$ cat src/rtl/tetris_pkg.sv
// Shared types and helpers for the tetromino lock/merge path.
package tetris_pkg;

  localparam int PIECE_DIM_C = 4;

  typedef enum bit [1:0] {
    eIDLE  = 2'd0,
    eMerge = 2'd1,
    eKick  = 2'd2,
    eWait  = 2'd3
  } merge_state_e;

  function automatic logic [PIECE_DIM_C-1:0] shape_row(
    input logic [PIECE_DIM_C*PIECE_DIM_C-1:0] shape,
    input logic [1:0]                         r
  );
    return shape[PIECE_DIM_C*r +: PIECE_DIM_C];
  endfunction

endpackage

$ cat src/rtl/executor_merge_if.sv
// Merge request/response handshake between the game controller and executor_merge.
interface executor_merge_if #(
  parameter int width_p  = 16,
  parameter int height_p = 32
);
  localparam int x_w_lp = $clog2(width_p);
  localparam int y_w_lp = $clog2(height_p);

  logic              v_i;
  logic              ready_o;
  logic [15:0]       shape_i;
  logic [x_w_lp-1:0] pos_x_i;
  logic [y_w_lp-1:0] pos_y_i;
  logic              done_o;
  logic [2:0]        lines_o;
  logic              err_o;

  modport master (
    output v_i, shape_i, pos_x_i, pos_y_i,
    input  ready_o, done_o, lines_o, err_o
  );

  modport slave (
    input  v_i, shape_i, pos_x_i, pos_y_i,
    output ready_o, done_o, lines_o, err_o
  );
endinterface

$ cat src/rtl/merge_row_mask.sv
// Places one 4-bit piece row at column pos_x; flags bits pushed past the right edge.
module merge_row_mask
  import tetris_pkg::*;
#(
  parameter int width_p = 16
) (
  input  logic [PIECE_DIM_C-1:0]     shape_row,
  input  logic [$clog2(width_p)-1:0] pos_x,
  output logic [width_p-1:0]         mask,
  output logic                       clipped
);

  logic [width_p+PIECE_DIM_C-1:0] wide;

  always_comb begin
    wide    = {{width_p{1'b0}}, shape_row} << pos_x;
    mask    = wide[width_p-1:0];
    clipped = |wide[width_p+PIECE_DIM_C-1:width_p];
  end

endmodule

$ cat src/rtl/executor_merge.sv
// Locks a 4x4 piece into the playfield by read-modify-write, then hands the
// matrix port to the line-check stage and reports its cleared-row count.
//
// state  | meaning
// eIDLE  | ready for a merge request
// eMerge | OR one piece row into the matrix per cycle, rows 0..3
// eKick  | one-cycle start pulse to the line-check stage
// eWait  | matrix port forwarded to the line-check stage until it reports done
module executor_merge
  import tetris_pkg::*;
#(
  parameter int width_p  = 16,
  parameter int height_p = 32
) (
  input  logic                        clk_i,
  input  logic                        reset_i,
  executor_merge_if.slave             req,
  output logic                        check_v_o,
  input  logic                        check_done_i,
  input  logic [2:0]                  check_lines_i,
  input  logic [$clog2(height_p)-1:0] chk_mm_read_addr_i,
  input  logic [$clog2(height_p)-1:0] chk_mm_write_addr_i,
  input  logic [width_p-1:0]          chk_mm_write_data_i,
  input  logic                        chk_mm_write_v_i,
  output logic [$clog2(height_p)-1:0] mm_read_addr_o,
  input  logic [width_p-1:0]          mm_read_data_i,
  output logic [$clog2(height_p)-1:0] mm_write_addr_o,
  output logic [width_p-1:0]          mm_write_data_o,
  output logic                        mm_write_v_o
);

  localparam int x_w_lp = $clog2(width_p);
  localparam int y_w_lp = $clog2(height_p);

  merge_state_e      state_r, state_n;
  logic [1:0]        row_r;
  logic [15:0]       shape_r;
  logic [x_w_lp-1:0] pos_x_r;
  logic [y_w_lp-1:0] pos_y_r;
  logic              err_r;
  logic [2:0]        lines_r;

  // One extra bit so rows below the floor are detected instead of wrapping to the top.
  logic [y_w_lp:0]      row_addr;
  logic                 in_range;
  logic [PIECE_DIM_C-1:0] cur_row;
  logic [width_p-1:0]   mask;
  logic                 clipped;
  logic                 row_err;
  logic                 done;

  assign row_addr = {1'b0, pos_y_r} + {{(y_w_lp-1){1'b0}}, row_r};
  assign in_range = row_addr < (y_w_lp+1)'(height_p);
  assign cur_row  = shape_row(shape_r, row_r);

  merge_row_mask #(.width_p(width_p)) u_mask (
    .shape_row (cur_row),
    .pos_x     (pos_x_r),
    .mask      (mask),
    .clipped   (clipped)
  );

  assign row_err = in_range ? ((|(mm_read_data_i & mask)) | clipped) : (|cur_row);

  always_comb begin
    state_n         = state_r;
    check_v_o       = 1'b0;
    done            = 1'b0;
    mm_read_addr_o  = '0;
    mm_write_addr_o = '0;
    mm_write_data_o = '0;
    mm_write_v_o    = 1'b0;
    case (state_r)
      eIDLE: begin
        if (req.v_i) state_n = eMerge;
      end
      eMerge: begin
        mm_read_addr_o  = row_addr[y_w_lp-1:0];
        mm_write_addr_o = row_addr[y_w_lp-1:0];
        mm_write_data_o = mm_read_data_i | mask;
        mm_write_v_o    = in_range;
        if (row_r == 2'd3) state_n = eKick;
      end
      eKick: begin
        check_v_o = 1'b1;
        state_n   = eWait;
      end
      eWait: begin
        mm_read_addr_o  = chk_mm_read_addr_i;
        mm_write_addr_o = chk_mm_write_addr_i;
        mm_write_data_o = chk_mm_write_data_i;
        mm_write_v_o    = chk_mm_write_v_i;
        if (check_done_i) begin
          done    = 1'b1;
          state_n = eIDLE;
        end
      end
      default: state_n = eIDLE;
    endcase
  end

  always_ff @(posedge clk_i) begin
    if (reset_i) begin
      state_r <= eIDLE;
      row_r   <= '0;
      shape_r <= '0;
      pos_x_r <= '0;
      pos_y_r <= '0;
      err_r   <= 1'b0;
      lines_r <= '0;
    end else begin
      state_r <= state_n;
      case (state_r)
        eIDLE: begin
          if (req.v_i) begin
            shape_r <= req.shape_i;
            pos_x_r <= req.pos_x_i;
            pos_y_r <= req.pos_y_i;
            row_r   <= '0;
            err_r   <= 1'b0;
          end
        end
        eMerge: begin
          row_r <= row_r + 2'd1;
          if (row_err) err_r <= 1'b1;
        end
        eWait: begin
          if (check_done_i) lines_r <= check_lines_i;
        end
        default: ;
      endcase
    end
  end

  // The count is visible in the done cycle itself, then held from the register.
  assign req.ready_o = (state_r == eIDLE);
  assign req.done_o  = done;
  assign req.lines_o = done ? check_lines_i : lines_r;
  assign req.err_o   = err_r;

endmodule

$ cat src/flat_wrapper.sv
// flat-port wrapper written by rule: the top's interface ports become plain ports
module executor_merge_flat import tetris_pkg::*;
#(
  parameter int width_p  = 16,
  parameter int height_p = 32
)
  (clk_i, reset_i, check_v_o, check_done_i, check_lines_i, chk_mm_read_addr_i, chk_mm_write_addr_i, chk_mm_write_data_i, chk_mm_write_v_i, mm_read_addr_o, mm_read_data_i, mm_write_addr_o, mm_write_data_o, mm_write_v_o, req_v_i, req_shape_i, req_pos_x_i, req_pos_y_i, req_ready_o, req_done_o, req_lines_o, req_err_o);
  executor_merge_if #(.width_p(width_p), .height_p(height_p)) req_i ();
  input  logic clk_i;
  input  logic reset_i;
  output logic check_v_o;
  input  logic check_done_i;
  input  logic [2:0] check_lines_i;
  input  logic [$clog2(height_p)-1:0] chk_mm_read_addr_i;
  input  logic [$clog2(height_p)-1:0] chk_mm_write_addr_i;
  input  logic [width_p-1:0] chk_mm_write_data_i;
  input  logic chk_mm_write_v_i;
  output logic [$clog2(height_p)-1:0] mm_read_addr_o;
  input  logic [width_p-1:0] mm_read_data_i;
  output logic [$clog2(height_p)-1:0] mm_write_addr_o;
  output logic [width_p-1:0] mm_write_data_o;
  output logic mm_write_v_o;
  input wire logic [$bits(req_i.v_i)-1:0] req_v_i;
  input wire logic [$bits(req_i.shape_i)-1:0] req_shape_i;
  input wire logic [$bits(req_i.pos_x_i)-1:0] req_pos_x_i;
  input wire logic [$bits(req_i.pos_y_i)-1:0] req_pos_y_i;
  output wire logic [$bits(req_i.ready_o)-1:0] req_ready_o;
  output wire logic [$bits(req_i.done_o)-1:0] req_done_o;
  output wire logic [$bits(req_i.lines_o)-1:0] req_lines_o;
  output wire logic [$bits(req_i.err_o)-1:0] req_err_o;
  assign req_i.v_i = req_v_i;
  assign req_i.shape_i = req_shape_i;
  assign req_i.pos_x_i = req_pos_x_i;
  assign req_i.pos_y_i = req_pos_y_i;
  assign req_ready_o = req_i.ready_o;
  assign req_done_o = req_i.done_o;
  assign req_lines_o = req_i.lines_o;
  assign req_err_o = req_i.err_o;
  executor_merge #(.width_p(width_p), .height_p(height_p)) u_core (.clk_i(clk_i), .reset_i(reset_i), .req(req_i), .check_v_o(check_v_o), .check_done_i(check_done_i), .check_lines_i(check_lines_i), .chk_mm_read_addr_i(chk_mm_read_addr_i), .chk_mm_write_addr_i(chk_mm_write_addr_i), .chk_mm_write_data_i(chk_mm_write_data_i), .chk_mm_write_v_i(chk_mm_write_v_i), .mm_read_addr_o(mm_read_addr_o), .mm_read_data_i(mm_read_data_i), .mm_write_addr_o(mm_write_addr_o), .mm_write_data_o(mm_write_data_o), .mm_write_v_o(mm_write_v_o));
endmodule
$ cat config.mk
export PLATFORM = sky130hd
export DESIGN_NAME = executor_merge_flat
export DESIGN_NICKNAME = d
export VERILOG_FILES = /design/src/rtl/tetris_pkg.sv /design/src/rtl/executor_merge_if.sv /design/src/rtl/merge_row_mask.sv /design/src/rtl/executor_merge.sv /design/src/flat_wrapper.sv
export SDC_FILE = /design/constraint.sdc
export NUM_CORES = 1
export LEC_CHECK = 0
export ABC_AREA = 1
export CAP_MARGIN = 5
export CELL_PAD_IN_SITES_DETAIL_PLACEMENT = 0
export CELL_PAD_IN_SITES_GLOBAL_PLACEMENT = 1
export CORE_MARGIN = 10
export CORE_UTILIZATION = 29
export DETAILED_ROUTE_END_ITERATION = 10
export PLACE_DENSITY_LB_ADDON = 0.1
export SLEW_MARGIN = 10
export SYNTH_ARGS = -nofsm -noshare
export SYNTH_HDL_FRONTEND = slang
export SYNTH_HIERARCHICAL = 1
export SYNTH_SLANG_ARGS = --single-unit
$ cat constraint.sdc
create_clock -name clk_i -period 4.25 [get_ports clk_i]
set_input_delay 1.275 -clock clk_i [delete_from_list [all_inputs] [get_ports clk_i]]
set_output_delay 1.275 -clock clk_i [all_outputs]
set_load 0.02 [all_outputs]
==> Word-level counts from Yosys, hierarchy flattened <==
Cells that the tools add are included.
{ "word_totals": {"wordCells": 51, "inputBits": 75, "ff_bits": 33, "out_inout_bits": 34} }
{ "classes": {"n_mux": 18, "n_reduce_logical": 10, "n_eq_ne": 8, "order_cmp": 1, "shifts": 2, "add_sub_neg": 2, "bitwise": 3} }
{ "ops": {"columns": ["cell", "n"], "rows": [
  ["case mux 16 bit (2 select lines)", 1],
  ["case mux 5 bit (2 select lines)", 2],
  ["<< shifter 4 x 4 -> 20 bit", 1],
  ["bitwise AND 16 bit", 1],
  ["bitwise OR 16 bit", 1],
  ["OR reduction 16 bit", 1],
  ["indexed part select 16 x 5 -> 4 bit", 1],
  ["two-way mux 2 bit", 4],
  ["case mux 2 bit (4 select lines)", 1],
  ["OR reduction 4 bit", 2],
  ["adder 5 x 2 -> 6 bit", 1],
  ["== test 2 bit (second input constant)", 3],
  ["< comparator 6 bit (second input constant)", 1],
  ["two-way mux 1 bit", 6],
  ["AND reduction 2 bit", 3],
  ["AND reduction 3 bit", 2],
  ["inequality test 2 x 1 -> 1 bit (second input constant)", 2],
  ["inequality test 2 bit (second input constant)", 2],
  ["case mux 1 bit (2 select lines)", 2],
  ["case mux 2 bit (2 select lines)", 1],
  ["two-way mux 3 bit", 1],
  ["adder 2 x 1 -> 2 bit (second input constant)", 1],
  ["== test 2 x 1 -> 1 bit (second input constant)", 1],
  ["zero test 2 bit", 1],
  ["2 further kinds", 2]
]} }

==> Depth between registers and ports, before layout <==
Gate-level depths: netlist of the first run.
{ "depth": {"word_depth": 8, "ltp_mapped": 17, "mapped_depth_nobuf": 17} }

==> Cells and area by module <==
The synthesis of the first run kept the hierarchy.
{ "modules_own_cells": {"columns": ["module", "cells_each", "seq_area_each_um2", "area_per_inst_um2", "n_inst"], "rows": [
  ["executor_merge", 328, 660.6, 2023.2, 1],
  ["merge_row_mask", 63, 0.0, 326.6, 1]
]} }

==> Worst setup path after synthesis of the first run <==
OpenSTA, ideal clock, no wires.
{ "synth_timing": {"path_kind": "input to output", "start": "in check_done_i", "end": "out req_lines_o[0]", "arrival_ns": 1.926, "stages": 5, "path_slack_ns": 1.049, "n_path_buf": 0, "t_required_ns": 2.975, "path_cell_list": "nand2_1 -> inv_1 -> or2_1 -> o21ai_0 -> inv_1"} }
{ "synth_between": {"elab_chain_len": 3} }
{ "synth_lines": {"columns": ["element", "line", "text"], "rows": [
  ["start, declared", "flat_wrapper.sv:12", "input logic check_done_i;"],
  ["two-way mux 1 bit", "executor_merge.sv:93", "if (check_done_i) begin"],
  ["two-way mux 1 bit", "executor_merge.sv:73", "case (state_r)"],
  ["named net req_done_o", "flat_wrapper.sv:28", "output wire logic [$bits(req_i.done_o)-1:0] req_done_o;"],
  ["two-way mux 3 bit", "executor_merge.sv:138", "assign req.lines_o = done ? check_lines_i : lines_r;"],
  ["end, declared", "flat_wrapper.sv:29", "output wire logic [$bits(req_i.lines_o)-1:0] req_lines_o;"]
]} }
The timed path passes the listed nets, and every way through them passes these cells.

==> Worst setup path after layout of the first run <==
{ "layout_timing": {"start": "in check_done_i", "end": "out req_lines_o[1]"} }
{ "layout_between": {"elab_chain_len": 3} }
{ "layout_lines": {"columns": ["element", "line"], "rows": [
  ["two-way mux 1 bit", "executor_merge.sv:93"],
  ["two-way mux 1 bit", "executor_merge.sv:73"],
  ["two-way mux 3 bit", "executor_merge.sv:138"]
]} }
Every way passes these cells.

==> metrics.cfg, run 1 <==
[run_status]
status=finished, final reports clean

[clock_tree]
cts_root_buffer=clkbuf_8
cts_buffers=5
path_clk_slew_ns=0.06
postCtsHoldBufs=0
clock-sinks=33
post_cts_resized=0
clk_latency_ns=0.28
postCtsSetupBuffers=0
cts_buffer_depth=2
ctsHtreeMaxLevel=2
cts_tree=done

[layout]
mostFrequentLayoutCells=123 x nand2_1, 106 x clkdlybuf4s50_1, 65 x nor2_1
postLayoutCoreUtil=0.4566
layout-drive-gt1-share=0.06085
final_net_count=575
antenna_cells=0
final_common_cell=nand2_1
syn_to_final_growth_pct=51.70
n_fill_cell=845

[worst_setup_path]
cpPeakStageDelay_ns=0.60
arrival_ns=2.87
cp-end-kind=output port
crit_start=check_done_i
regToRegEndpoint=u_core/req.err_o$_SDFFE_PP0P_
critPathRequiredTime_ns=2.97
r2r_start=u_core/row_r[0]$_SDFFE_PP0P_
start_kind=input pin
crit_slowest_cell=clkdlybuf4s50_1
critPathKind=in2out
critPathCapture=req_lines_o[1]
r2r_cells=17
r2r_slack_ns=2.14
worstPathMaxFanout=4
crit_chain=clkdlybuf4s50_1, nand2_1, inv_1, or2_1, o21ai_0, inv_1, clkdlybuf4s50_1

[detailed_routing]
wl_per_cell_um=12.82
drc=0
drt_iter0_drc=88
via_per_inst=4.543
ant_nets=0
routed_wl_mm=7.625
via_count=2703
firstDrtPassIters=4

[logic_synthesis]
yosys_warnings=6
yosysTopAreaCellShare=0.2812
synth-seq-area-share=0.2812
synth_enable_flop_cells=0
ys_async_sr_fraction=0
synth_top_family_by_area=simple AND/OR/NAND/NOR gates
synth.area.top_cells=dfxtp_1 28%, nand2_1 20%, nor2_1 10%
synth_largest_area_cell=dfxtp_1
synthAdderAreaFrac=0.04579
synthMuxAreaShare=0
ys_seq_elements=33
avgSynthCellArea_um2=6.010
synth_cells=391
ys_dominant_reg_cell=dfxtp_1
synth.distinct_cells=27
synth_simple_gate_area_share=0.4095
synth_compound_area_frac=0.1677
syn-cell-area_um2=2350
yosys.area_share.xor_xnor=0
synth_nets=474

[hold_path]
hold_depth=2
min_path_type=reg2reg

[floorplan]
die_area_um2=12100
start_util=0.3010
io_pins=109
core_um2=7807
die_x_um=110.0
die_height_um=110.0
rows=32

[sta]
setup_tns_ns=0
final_max_slew_viol_count=0
hold_viol=0
rsz0062_at_grt=false
period_minus_slack_ns=4.142
relSlewSlack=0.6342
fmax_mhz=241.4
finalClockSkew_ns=0.004931
fin_crit_sh=0.9745
setup_viol=0
worst-slew-pin-transition_ns=0.5468

[power_and_ir_drop]
power_density_nw_per_um2=506.5
seq_power_share=0.260
pwr-share-clk=0.122
power_leakage_nw=1.588
switching_share=0.4618
combinationalPowerShare=0.617
p_int_uw=971.7
vdd_drop_max_mv=0.2517
p_sw_uw=833.8

[global_routing]
grt_pass1_vias=2577
track_usage=0.1200
grt.overflow.total=0
grt_first_pass_wirelength_mm=11.99
antenna_found_initial=0
grt_max_degree=32

[job]
maxCapViolations=0

[placed_design]
port_buffers=108
routabilityCongestion=0.7928
dp_hpwl_mm=6.324

-- registers in the layout (all words and copies together), names as in the netlist --
name / count
u_core/shape_r: 16
u_core/pos_y_r: 5
u_core/pos_x_r: 4
u_core/lines_r: 3
u_core/row_r: 2
u_core/state_r: 2
u_core/req.err_o: 1
-- synthesized netlist by cell type, drive strengths merged, types with 4 or more instances --
cell type,n
o21ai,55
nor2,65
clkbuf,5
ha,7
nand3,27
buf,12
inv,31
a21oi,13
dfxtp,33
or2,4
nand2,125
nand4,7
-- cell families after synthesis --
kind of cell             count (synthesis)
buffers and inverters                   48
adder cells (fa/ha/maj)                  8
AND/OR/NAND/NOR                        229
flip-flops                              33
AO/OA/AOI/OAI                           73
-- worst min path at each step --
| stage | from | end |
|---|---|---|
| floorplan | u_core/shape_r[15]$_SDFFE_PP0P_ | u_core/shape_r[15]$_SDFFE_PP0P_ |
| global placement | u_core/req.err_o$_SDFFE_PP0P_ | u_core/req.err_o$_SDFFE_PP0P_ |
| detailed placement | u_core/req.err_o$_SDFFE_PP0P_ | u_core/req.err_o$_SDFFE_PP0P_ |
| CTS | u_core/req.err_o$_SDFFE_PP0P_ | u_core/req.err_o$_SDFFE_PP0P_ |
| global route | u_core/req.err_o$_SDFFE_PP0P_ | u_core/req.err_o$_SDFFE_PP0P_ |
| finish | u_core/req.err_o$_SDFFE_PP0P_ | u_core/req.err_o$_SDFFE_PP0P_ |
-- power by group through the flow --
stage                     sequential (mW)  clock [mW]  combinational [mW]
after CTS                           0.471       0.229                1.14
after floorplan                     0.448           0               0.744
after global routing                0.486       0.245                1.25
after detailed placement            0.478           0                1.13
after global placement              0.477           0                1.13
final                               0.470       0.221                1.11
-- final cells by class --
cell class	instances	area, µm²	share of cell area
Inverter	31	121.4	0.03405
Sequential cell	33	660.6	0.1853
Timing Repair Buffer	111	1109	0.3110
Tap cell	102	127.6	0.03580
Clock inverter	2	10.01	0.002808
Multi-Input combinational cell	310	1464	0.4107
Clock buffer	6	72.57	0.02036
-- metrics by stage --
stage | worst slack [ns] | std cells | hold slack, ns | total power [mW] | instance area, µm²
4_1_cts | 0.06015 | 595 | 0.4694 | 1.837 | 3560
3_3_place_gp | 0.1157 | 587 | 0.4477 | 1.607 | 3477
3_5_place_dp | 0.07103 | 587 | 0.4594 | 1.611 | 3477
2_1_floorplan | 1.049 | 391 | 0.4529 | 1.192 | 2350
5_1_grt | 0.02020 | 595 | 0.4978 | 1.979 | 3565
6_report | 0.1083 | 595 | 0.4642 | 1.806 | 3565
-- worst max-delay path: cells and delay by family --
family	cells	cell delay (ns)
buffers and inverters	4	1.28
AND/OR/NAND/NOR	2	0.22
AO/OA/AOI/OAI	1	0.09
-- routing by layer --
layer | up-vias | wire length [µm] | global-route usage
met2 | 87 | 3223 | 0.1960
li1 | 1457 | - | -
met1 | 1152 | 3621 | 0.1539
met5 | - | 0 | 0
met4 | 0 | 57 | 0.02509
met3 | 7 | 723 | 0.03366
No activity file was read; power rests on OpenSTA's default activity.
==> run 2: changes to the inputs <==
CELL_PAD_IN_SITES_DETAIL_PLACEMENT = 1   (was 0)
CELL_PAD_IN_SITES_GLOBAL_PLACEMENT = 2   (was 1)
CORE_UTILIZATION = 22   (was 29)
clock period = 4.8 ns   (was 4.25 ns; I/O delays follow)
==> run 2 against run 1 <==
Net effect:
- core utilization decreased by 11 points
- via count increased by 1.3%
- largest power group unchanged
- largest cell class unchanged
- wire length is 19% higher
==> metrics.cfg, run 2 (synthesis gave the netlist of run 1 again) <==
[sta]
relSlewSlack=0.6166  ; -0.01755
setup_tns_ns=0  ; unchanged
worst-slew-pin-transition_ns=0.5730  ; +0.02624 ns
finalClockSkew_ns=0.006768  ; +0.001838 ns
fmax_mhz=220.6
hold_viol=0  ; unchanged
setup_viol=0  ; unchanged
period_minus_slack_ns=4.534
fin_crit_sh=0.9446
rsz0062_at_grt=false
final_max_slew_viol_count=0  ; unchanged

[global_routing]
grt_max_degree=32  ; unchanged
grt.overflow.total=0  ; unchanged
track_usage=0.1169  ; -0.003023
grt_pass1_vias=2909  ; +13%
grt_first_pass_wirelength_mm=14.51  ; +21%
antenna_found_initial=0  ; unchanged

[worst_setup_path]
worstPathMaxFanout=4  ; unchanged
arrival_ns=3.09  ; +0.22 ns
start_kind=input pin
critPathKind=in2out
critPathRequiredTime_ns=3.36  ; +0.39 ns
cp-end-kind=output port

[detailed_routing]
routed_wl_mm=9.078  ; +19%
ant_nets=0  ; unchanged
firstDrtPassIters=6  ; +2
wl_per_cell_um=14.46  ; +13%
via_count=2737  ; +1.3%
drc=0  ; unchanged
via_per_inst=4.358  ; -4.1%
drt_iter0_drc=75  ; -15%

[power_and_ir_drop]
p_sw_uw=783.8  ; -6.0%
p_int_uw=926.5  ; -4.7%
switching_share=0.4583  ; -0.003517
vdd_drop_max_mv=0.1409  ; -44%
power_leakage_nw=1.560  ; -1.8%
pwr-share-clk=0.164  ; +0.042
combinationalPowerShare=0.588  ; -0.029
seq_power_share=0.248  ; -0.012
power_density_nw_per_um2=470.9  ; -7.0%

[clock_tree]
postCtsSetupBuffers=0  ; unchanged
cts_tree=done
clk_latency_ns=0.29  ; about the same
clock-sinks=33  ; unchanged
post_cts_resized=0  ; unchanged
cts_buffers=5  ; unchanged
cts_root_buffer=clkbuf_8
cts_buffer_depth=2  ; unchanged
path_clk_slew_ns=0.08  ; +0.02 ns
postCtsHoldBufs=0  ; unchanged
ctsHtreeMaxLevel=2  ; unchanged

[floorplan]
die_height_um=123.3  ; +12%
core_um2=10370  ; +33%
start_util=0.2266  ; -0.07437
die_area_um2=15210  ; +26%
rows=37  ; +16%
die_x_um=123.3  ; +12%
io_pins=109  ; unchanged

[hold_path]
min_path_type=reg2reg

[placed_design]
routabilityCongestion=0.7936  ; +0.10%
port_buffers=108  ; unchanged
dp_hpwl_mm=7.318  ; +16%

[layout]
syn_to_final_growth_pct=54.58
final_net_count=574  ; -0.17%
postLayoutCoreUtil=0.3503  ; -0.1063
reg.largest.list=u_core/shape_r: 16 flops, u_core/pos_y_r: 5 flops, u_core/pos_x_r: 4 flops
mostFrequentLayoutCells=123 x nand2_1, 108 x clkdlybuf4s50_1, 65 x nor2_1
layout-drive-gt1-share=0.06098  ; +0.0001237
largest_reg_flops=16  ; unchanged
antenna_cells=0  ; unchanged
final_common_cell=nand2_1
regMostFlops=u_core/shape_r

[job]
maxCapViolations=0  ; unchanged

[run_status]
status=finished, final reports clean

[run 2: cell type report]
cell class | instances | area (µm²)
Inverter | 31 | 121.4
Fill cell | 1342 | 6738
Sequential cell | 33 | 660.6
Timing Repair Buffer | 110 | 1096
Clock buffer | 6 | 82.58
Multi-Input combinational cell | 310 | 1464
Tap cell | 136 | 170.2
Clock inverter | 2 | 37.54
[run 2: metal layers]
layer	share of wire	track usage	wire [µm]	vias up
met4	0.0068	0.02620	62	0
met5	0	0	0	-
met2	0.44	0.1941	4027	70
met3	0.058	0.02461	525	6
li1	-	-	-	1456
met1	0.49	0.1519	4462	1205
[run 2: worst paths after layout]
check                                                   start                            end  slack, ns  depth (start not counted)
worst max register to register   u_core/row_r[0]$_SDFFE_PP0P_  u_core/req.err_o$_SDFFE_PP0P_       2.38                         17
worst max-delay path                             check_done_i                 req_lines_o[2]       0.27                          7
worst min-delay path            u_core/req.err_o$_SDFFE_PP0P_  u_core/req.err_o$_SDFFE_PP0P_       0.48                          2
worst min register to register  u_core/req.err_o$_SDFFE_PP0P_  u_core/req.err_o$_SDFFE_PP0P_       0.48                          2
[run 2: per-stage QoR]
step / worst slack, ns / hold slack [ns] / total power, mW / instance area, µm² / instances
after floorplan: 1.269 / 0.4529 / 1.055 / 2350 / 391
after global placement: 0.3295 / 0.4503 / 1.441 / 3512 / 620
after detailed placement: 0.2528 / 0.4661 / 1.459 / 3512 / 620
after CTS: 0.2387 / 0.4789 / 1.749 / 3632 / 628
after global routing: 0.1010 / 0.5030 / 1.875 / 3632 / 628
final: 0.2661 / 0.4762 / 1.710 / 3632 / 628
[run 2: power groups by stage]
stage / sequential, mW / combinational (mW) / clock (mW)
after floorplan: 0.396 / 0.659 / 0
after global placement: 0.430 / 1.01 / 0
after detailed placement: 0.433 / 1.03 / 0
after CTS: 0.426 / 1.03 / 0.294
after global routing: 0.442 / 1.13 / 0.303
final: 0.425 / 1.01 / 0.280
[run 2: critical path, cell delays in order]
cell	delay (ns)
clkdlybuf4s50_1	0.50
nand2_1	0.12
inv_1	0.13
or2_1	0.11
o21ai_0	0.11
inv_1	0.07
clkdlybuf4s50_1	0.60
==> run 3: changes to the inputs <==
SKIP_LAST_GASP = 1   (was not set)
clock period = 5.5 ns   (was 4.8 ns; I/O delays follow)
==> run 3 against run 2 <==
Net effect:
- critical path depth did not move
- sequential share of layout area barely moved
- combinational power fell by 14%
- cell area fell by 0.21%
- clock skew rose by 0.0023 ns
- die area did not move
- sequential power fell by 13%
- non-clock buffer count fell by 1
- power fell by 13%
- largest power group unchanged
==> metrics.cfg, run 3 (synthesis gave the netlist of run 1 again) <==
[global_routing]
track_usage=0.1146  ; -0.002343
met1_usage=0.1493  ; -0.002630
grt_first_pass_wirelength_mm=14.30  ; -1.5%
grt.overflow.total=0  ; unchanged
grt_busiest_layer=met2
antenna_found_initial=0  ; unchanged
use_met2=0.1897  ; -0.004328
use_met3=0.02644  ; +0.001823
grt_max_degree=32  ; unchanged
grt_pass1_vias=2923  ; +0.48%

[worst_setup_path]
arrival_ns=3.30  ; +0.21 ns
critPathKind=in2out
cp-end-kind=output port
critPathRequiredTime_ns=3.85  ; +0.49 ns
regToRegEndpoint=u_core/req.err_o$_SDFFE_PP0P_
start_kind=input pin
r2r_start=u_core/row_r[0]$_SDFFE_PP0P_
r2r_slack_ns=3.09  ; +0.71 ns
worstPathMaxFanout=4  ; unchanged
r2r_cells=17  ; unchanged

[layout]
largest_reg_flops=16  ; unchanged
layout-drive-gt1-share=0.05906  ; -0.001912
mostFrequentLayoutCells=123 x nand2_1, 108 x clkdlybuf4s50_1, 65 x nor2_1
multiInputGateArea_um2=1464  ; unchanged
seq_area_um2=660.6  ; unchanged
final_common_cell=nand2_1
postLayoutCoreUtil=0.3495  ; -0.0007230
regMostFlops=u_core/shape_r
syn_to_final_growth_pct=54.26
instances_no_fill=627  ; -0.16%
antenna_cells=0  ; unchanged
n_fill_cell=1328  ; -1.0%
fin_area_um2=3625  ; -0.21%
reg.largest.list=u_core/shape_r: 16 flops, u_core/pos_y_r: 5 flops, u_core/pos_x_r: 4 flops
final_net_count=573  ; -0.17%

[detailed_routing]
ant_nets=0  ; unchanged
firstDrtPassIters=4  ; -2
drt_iter0_drc=75  ; unchanged
wl_per_cell_um=14.27  ; -1.3%
via_per_inst=4.332  ; -0.61%
via_count=2716  ; -0.77%
routed_wl_mm=8.947  ; -1.4%
drc=0  ; unchanged

[sta]
relSlewSlack=0.5350  ; -0.08158
finalClockSkew_ns=0.009027  ; +0.002259 ns
setup_viol=0  ; unchanged
worst-slew-pin-transition_ns=0.6974  ; +0.1244 ns
worst_slack_ns=0.5477  ; +0.2816 ns
fin_hold_ws_ns=0.4708  ; -0.005422 ns
fmax_mhz=201.9
period_minus_slack_ns=4.952
fin_crit_sh=0.9004
rsz0062_at_grt=false
hold_viol=0  ; unchanged
setup_tns_ns=0  ; unchanged
final_max_slew_viol_count=0  ; unchanged

[job]
maxCapViolations=0  ; unchanged

[run_status]
status=finished, final reports clean

[hold_path]
hp-start=u_core/req.err_o$_SDFFE_PP0P_
min_to=u_core/req.err_o$_SDFFE_PP0P_
hold_depth=2  ; unchanged
min_path_type=reg2reg

[clock_tree]
cts_root_buffer=clkbuf_8
cts_buffer_depth=2  ; unchanged
cts_buffers=5  ; unchanged
cts_tree=done
ctsHtreeMaxLevel=2  ; unchanged
postCtsHoldBufs=0  ; unchanged
post_cts_resized=0  ; unchanged
clk_latency_ns=0.29  ; about the same
clock-sinks=33  ; unchanged
path_clk_slew_ns=0.08  ; about the same
postCtsSetupBuffers=0  ; unchanged

[floorplan]
io_pins=109  ; unchanged
start_util=0.2266  ; unchanged
die_height_um=123.3  ; unchanged
die_area_um2=15210  ; unchanged
rows=37  ; unchanged
core_um2=10370  ; unchanged
die_x_um=123.3  ; unchanged

[placed_design]
dp_hpwl_mm=7.302  ; -0.21%
routabilityCongestion=0.7932  ; about the same
place_inst=619  ; -0.16%
place_area_um2=3505  ; -0.21%
place_ws_ns=0.5383  ; +0.2855 ns
port_buffers=108  ; unchanged

[power_and_ir_drop]
p_sw_uw=680.8  ; -13%
vdd_drop_max_mv=0.1299  ; -7.8%
power_density_nw_per_um2=410.3  ; -13%
finalPower_mw=1.487  ; -13%
combinationalPowerShare=0.586  ; -0.002
power_leakage_nw=1.554  ; -0.33%
switching_share=0.4578  ; -0.0004840
seq_power_share=0.249  ; about the same
p_int_uw=806.3  ; -13%
pwr-share-clk=0.165  ; about the same

-- run 3: cell count changes in the layout (fill, tap and decap cells not counted), sizes merged --
cell,delta
buf,-1
-- run 3: routing by layer --
metal	vias to the layer above	routed length [µm]	part of all wire
li1	1452	-	-
met1	1188	4424	0.49
met2	71	3893	0.44
met3	5	578	0.065
met4	0	50	0.0056
met5	-	0	0
-- run 3: worst max path at each step --
stage	start	end	slack [ns]
2_1_floorplan	check_done_i	req_lines_o[0]	1.55
6_report	check_done_i	req_lines_o[1]	0.55
4_1_cts	check_done_i	req_lines_o[0]	0.53
3_3_place_gp	check_done_i	req_lines_o[1]	0.61
3_5_place_dp	check_done_i	req_lines_o[2]	0.54
5_1_grt	check_done_i	req_lines_o[2]	0.41
-- run 3: cell type report --
type | count | share of cell area
Sequential cell | 33 | 0.1823
Tap cell | 136 | 0.04695
Clock buffer | 6 | 0.02278
Multi-Input combinational cell | 310 | 0.4039
Timing Repair Buffer | 109 | 0.3003
Clock inverter | 2 | 0.01036
Inverter | 31 | 0.03348
-- run 3: critical path: stages --
cell	delay (ns)
clkdlybuf4s50_1	0.51
nand2_1	0.13
inv_1	0.14
or2_1	0.11
o21ai_0	0.10
inv_1	0.07
clkdlybuf4s50_1	0.60
-- run 3: power by group through the flow --
stage               Clock (mW)  Sequential [mW]  Combinational, mW
floorplan                    0            0.346              0.575
global placement             0            0.375              0.879
detailed placement           0            0.377              0.891
CTS                      0.255            0.372              0.893
global route             0.265            0.386              0.979
finish                   0.246            0.370              0.871
